--- src/rtl/pll_ideal_pkg.sv ---
// Shared types and constants for the ideal-PLL blocks.
package pll_ideal_pkg;

    // Phase-frequency detector FSM states
    typedef enum logic [1:0] {
        IDLE = 2'd0,
        UP   = 2'd1,
        DN   = 2'd2
    } pfd_state_e;

    // Largest positive magnitude a signed ERR_WIDTH-bit value can hold
    function automatic int unsigned err_sat_max(input int unsigned width);
        return (32'd1 << (width - 1)) - 32'd1;
    endfunction

endpackage

--- src/rtl/pfd_sampled_edge_sync.sv ---
// Multi-flop synchronizer for an asynchronous clock-as-data input, followed
// by a delay flop and a rising-edge detector.
module edge_sync #(
    parameter int SYNC_STAGES = 2
) (
    input  logic clk,
    input  logic reset,
    input  logic d,
    output logic rise
);

    logic [SYNC_STAGES-1:0] sync_q;
    logic                   dly_q;

    // Synchronizer chain plus one delay flop for the edge compare
    always_ff @(posedge clk) begin
        if (reset) begin
            sync_q <= '0;
            dly_q  <= 1'b0;
        end else begin
            sync_q <= {sync_q[SYNC_STAGES-2:0], d};
            dly_q  <= sync_q[SYNC_STAGES-1];
        end
    end

    // Rise is combinational so the FSM registers it on the following edge
    assign rise = sync_q[SYNC_STAGES-1] & ~dly_q;

endmodule

--- src/rtl/pfd_sampled.sv ---
// Sampled phase-frequency detector: oversamples the reference and divided
// feedback clocks on clk, drives UP/DN, and measures edge-to-edge phase error
// in clk cycles. Optional lock detector under macro PFD_LOCK_DETECT_EN;
// without it, locked is tied low.
module pfd_sampled
    import pll_ideal_pkg::*;
#(
    parameter int SYNC_STAGES = 2,
    parameter int ERR_WIDTH   = 16,
    parameter int LOCK_TOL    = 2,
    parameter int LOCK_COUNT  = 8
) (
    input  logic                        clk,
    input  logic                        reset,
    input  logic                        ref_clk_digital,
    input  logic                        fb_clk_digital,
    output logic                        up,
    output logic                        dn,
    output logic signed [ERR_WIDTH-1:0] phase_err,
    output logic                        phase_err_valid,
    output logic                        locked
);

    localparam logic [ERR_WIDTH-1:0] CNT_MAX = ERR_WIDTH'(err_sat_max(ERR_WIDTH));
    localparam logic [ERR_WIDTH-1:0] CNT_ONE = ERR_WIDTH'(1);

    logic ref_rise, fb_rise;

    edge_sync #(.SYNC_STAGES(SYNC_STAGES)) u_ref_sync (
        .clk   (clk),
        .reset (reset),
        .d     (ref_clk_digital),
        .rise  (ref_rise)
    );

    edge_sync #(.SYNC_STAGES(SYNC_STAGES)) u_fb_sync (
        .clk   (clk),
        .reset (reset),
        .d     (fb_clk_digital),
        .rise  (fb_rise)
    );

    pfd_state_e                  state_q, state_d;
    logic [ERR_WIDTH-1:0]        cnt_q, cnt_d, cnt_inc;
    logic signed [ERR_WIDTH-1:0] err_q, err_d;
    logic [ERR_WIDTH-1:0]        mag_d;
    logic                        vld_q, vld_d;
    logic                        up_q, dn_q;

    // Saturating increment: a long slip must clamp, never wrap to negative
    assign cnt_inc = (cnt_q == CNT_MAX) ? cnt_q : cnt_q + CNT_ONE;

    // Next-state, counter and measurement capture
    always_comb begin
        state_d = state_q;
        cnt_d   = cnt_inc;
        err_d   = err_q;
        mag_d   = '0;
        vld_d   = 1'b0;
        unique case (state_q)
            IDLE: begin
                cnt_d = '0;
                if (ref_rise && fb_rise) begin
                    err_d = '0;
                    vld_d = 1'b1;
                end else if (ref_rise) begin
                    state_d = UP;
                    cnt_d   = CNT_ONE;
                end else if (fb_rise) begin
                    state_d = DN;
                    cnt_d   = CNT_ONE;
                end
            end
            UP: begin
                // A lone ref rise is a cycle slip: keep counting
                if (fb_rise) begin
                    err_d = $signed(cnt_q);
                    mag_d = cnt_q;
                    vld_d = 1'b1;
                    if (ref_rise) cnt_d = CNT_ONE;
                    else begin
                        state_d = IDLE;
                        cnt_d   = '0;
                    end
                end
            end
            DN: begin
                if (ref_rise) begin
                    err_d = -$signed(cnt_q);
                    mag_d = cnt_q;
                    vld_d = 1'b1;
                    if (fb_rise) cnt_d = CNT_ONE;
                    else begin
                        state_d = IDLE;
                        cnt_d   = '0;
                    end
                end
            end
            default: begin
                state_d = IDLE;
                cnt_d   = '0;
            end
        endcase
    end

    // State, counter and registered outputs
    always_ff @(posedge clk) begin
        if (reset) begin
            state_q <= IDLE;
            cnt_q   <= '0;
            err_q   <= '0;
            vld_q   <= 1'b0;
            up_q    <= 1'b0;
            dn_q    <= 1'b0;
        end else begin
            state_q <= state_d;
            cnt_q   <= cnt_d;
            err_q   <= err_d;
            vld_q   <= vld_d;
            up_q    <= (state_d == UP);
            dn_q    <= (state_d == DN);
        end
    end

    assign up              = up_q;
    assign dn              = dn_q;
    assign phase_err       = err_q;
    assign phase_err_valid = vld_q;

`ifdef PFD_LOCK_DETECT_EN
    localparam int LCW = $clog2(LOCK_COUNT + 1);
    localparam logic [LCW-1:0] LC_MAX = LCW'(LOCK_COUNT);

    logic [LCW-1:0] lock_cnt_q;
    logic           locked_q;
    logic           in_tol;

    assign in_tol = (int'(mag_d) <= LOCK_TOL);

    // Lock tracking updates on the same edge that publishes the measurement
    always_ff @(posedge clk) begin
        if (reset) begin
            lock_cnt_q <= '0;
            locked_q   <= 1'b0;
        end else if (vld_d) begin
            if (in_tol) begin
                if (lock_cnt_q != LC_MAX) lock_cnt_q <= lock_cnt_q + LCW'(1);
                locked_q <= (lock_cnt_q >= LC_MAX - LCW'(1));
            end else begin
                lock_cnt_q <= '0;
                locked_q   <= 1'b0;
            end
        end
    end

    assign locked = locked_q;
`else
    assign locked = 1'b0;
`endif

endmodule

--- config.mk ---
export PLATFORM = sky130hd
export DESIGN_NAME = pfd_sampled
export DESIGN_NICKNAME = d
export VERILOG_FILES = /design/src/rtl/pll_ideal_pkg.sv /design/src/rtl/pfd_sampled_edge_sync.sv /design/src/rtl/pfd_sampled.sv
export SDC_FILE = /design/constraint.sdc
export NUM_CORES = 1
export LEC_CHECK = 0
export BUFFER_PORTS_ARGS = -buffer_cell sky130_fd_sc_hd__buf_2
export CAP_MARGIN = 20
export CORE_ASPECT_RATIO = 1.1
export CORE_UTILIZATION = 52
export DETAILED_ROUTE_END_ITERATION = 12
export PLACE_DENSITY = 0.86
export SYNTH_ARGS = -nofsm -noshare
export SYNTH_HDL_FRONTEND = slang
export SYNTH_SLANG_ARGS = --single-unit
--- constraint.sdc ---
create_clock -name clk -period 2.3 [get_ports clk]
set_input_delay 0.46 -clock clk [delete_from_list [all_inputs] [get_ports clk]]
set_output_delay 0.46 -clock clk [all_outputs]
set_load 0.02 [all_outputs]
==> results.cfg <==
[synth]
ys_seq_elements = 43
synthCells = 276
synth_top_area_share_pct = 37.5
ys_types = 56
async_flop_share_pct = 0
syn_avg_cell_area_um2 = 8.33
syn_area_um2 = 2300
ys_warn_count = 0
yosys.area.top_type = dfxtp_1
synth_seq_area_share_pct = 37.5
synth_edf_count = 0
ys_top_cells_by_area = dfxtp_1 (37%), ha_1 (4.4%), nand2_1 (3.8%)
synth_flop_cell = dfxtp_1
synth_nets = 288

[floorplan]
io_pins = 24
die_width_um = 65.4
coreArea_um2 = 4250
rows = 25
die_h_um = 71.7
die-area_um2 = 4690
start_util_pct = 54.0

[power_and_ir_drop]
powerDensity_nw_per_um2 = 559
power_mw = 1.43
vdd_drop_max_mv = 0.467
p_leak_nw = 1.02

[timing]
finalCritPeriodShare_pct = 91.9
hold_viol = 0
slew_violations = 0
fin_worst_skew_ns = 0.00780
rsz0062_at_grt = no
clock.fmax_ghz = 0.473
fin_crit_ns = 2.11
relSlewSlack_pct = 66.2
setup_viol = 0
timing.setup.tns_ns = 0
worst_slack_ns = 0.187
tightest_slew_ns = 0.503
hold_slack_ns = 0.372

[critical_path]
required_ns = 2.53
reg2regPathDepth = 7
worstSetupPathType = reg2reg
r2r-start = cnt_q[1]$_SDFF_PP0_
r2r_end = phase_err[14]$_SDFFE_PP0P_
startpoint_type = flop
arrival_ns = 2.35
crit_path_end_kind = flop
crit_fanout = 6
r2r_slack_ns = 0.19

[detailed_routing]
via_per_inst = 5.94
wl_per_cell_um = 14.5
drc = 0
drt_iter0_drc = 205
firstDrtPassIters = 6
detail-route-antenna-nets = 0
routed_wirelength_mm = 5.08
num_vias = 2086

[clocking]
path_clk_slew_ns = 0.09
clock_sinks = 43
h-tree-depth = 2
cts-hold-fix-buffers = 0
post_cts_resize_count = 0
clk_latency_ns = 0.30
post_cts_buffers = 0
cts_root_buf = clkbuf_8
clock_path_buffers = 2
cts_inserted_buffers = 5
cts_tree = yes

[place]
dp_hpwl_mm = 3.69
gp_congestion = 0.938
dp_slack_ns = 0.196
placed_cell_area_um2 = 2460
portBuffers = 22

[global_routing]
grt_first_pass_wirelength_mm = 8.56
track_usage_pct = 23.7
antenna_found_initial = 0
grt_pass1_vias = 1926
grt-ovfl-total = 0
grt_max_degree = 32

[hold_path]
hp-start = fb_clk_digital
hp-class = in2reg
whs_endpoint = u_fb_sync.sync_q[0]$_SDFF_PP0_
worstHoldPathCells = 2

[outcome]
outcome = finished, final reports clean

[cells_and_area]
antenna-diode-count = 0
final_cell_mix = dfxtp_1 (43), nor2_1 (23), nand2_1 (23), buf_2 (22), a21oi_1 (16)
synthToLayoutAreaGrowth_pct = 11.2
final_common_cell = dfxtp_1
layout-drive-gt1-share_pct = 16.2
nets = 308
final_area_um2 = 2560

[flow_run]
cap_violations = 0
[kinds of logic after synthesis]
family / share of synthesized area [%]
simple gates: 27.4
compound gates: 19.1
flops: 37.5
buf+inv: 6.42
xor+xnor: 3.81
fa+ha+maj: 4.36
mux: 1.31
other cells: 0.163
[metal layers]
metal | vias to the layer above | share of wire, % | track usage (%)
li1 | 1030 | - | -
met1 | 945 | 40 | 26.6
met2 | 94 | 51 | 41.5
met3 | 17 | 7.1 | 5.10
met4 | 0 | 2.6 | 12.3
met5 | - | 0 | 0
[worst max-delay path: stages, from the launching register on]
cell       delay (ns)
dfxtp_1          0.32
inv_1            0.06
ha_1             0.18
or3b_2           0.52
or4_4            0.47
o31ai_2          0.21
o2111ai_1        0.13
a21oi_1          0.15
[stage by stage]
| stage | cells | utilization, % |
|---|---|---|
| 2_1_floorplan | 276 | - |
| 3_3_place_gp | 343 | 57.9 |
| 3_5_place_dp | 343 | 57.9 |
| 4_1_cts | 351 | 60.1 |
| 5_1_grt | 351 | 60.1 |
| 6_report | 351 | 60.1 |
[flip-flops by register name, summed over array words and instances (netlist names), 2 cells and up]
signal,count
u_fb_sync.sync_q,2
state_q,2
u_ref_sync.sync_q,2
phase_err,16
cnt_q,16
[how the worst max path moves through the flow]
stage               slack [ns]                start  cells after the start                    endpoint
floorplan                 0.15  cnt_q[0]$_SDFF_PP0_                      8  phase_err[14]$_SDFFE_PP0P_
global placement          0.29  cnt_q[1]$_SDFF_PP0_                      7  phase_err[14]$_SDFFE_PP0P_
detailed placement        0.20  cnt_q[1]$_SDFF_PP0_                      7  phase_err[14]$_SDFFE_PP0P_
CTS                       0.19  cnt_q[1]$_SDFF_PP0_                      7  phase_err[14]$_SDFFE_PP0P_
global route              0.09  cnt_q[0]$_SDFF_PP0_                      7  phase_err[14]$_SDFFE_PP0P_
finish                    0.19  cnt_q[1]$_SDFF_PP0_                      7  phase_err[14]$_SDFFE_PP0P_
[report_power, final]
| group | switching [mW] | total, mW | internal, mW |
|---|---|---|---|
| logic | 0.112 | 0.178 | 0.0661 |
| clock network | 0.274 | 0.491 | 0.217 |
| registers | 0.00620 | 0.761 | 0.755 |
| total | 0.392 | 1.43 | 1.04 |
[final cells by class]
cell class,count,area (um2)
fill,376,1700
sequential,43,861
multi-input combinational,199,1290
tap,54,67.6
inverter,14,52.6
clock buffer,5,68.8
timing repair buffer,33,193
clock inverter,3,23.8
[Yosys cell counts (3+ instances only)]
| cell | instances |
|---|---|
| a21oi_1 | 16 |
| a22o_1 | 5 |
| a31oi_1 | 5 |
| and3_1 | 3 |
| clkbuf_1 | 15 |
| dfxtp_1 | 43 |
| ha_1 | 8 |
| inv_1 | 14 |
| mux2i_1 | 3 |
| nand2_1 | 23 |
| nand2b_1 | 6 |
| nand3_1 | 11 |
| nand4_1 | 4 |
| nand4b_1 | 4 |
| nor2_1 | 23 |
| nor2b_1 | 7 |
| nor3_1 | 5 |
| nor3b_1 | 4 |
| o211ai_1 | 3 |
| o21ai_0 | 12 |
| o31ai_1 | 3 |
| or3_1 | 6 |
| xnor2_1 | 6 |
| xor2_1 | 4 |
(Power assumes the default switching activity.)
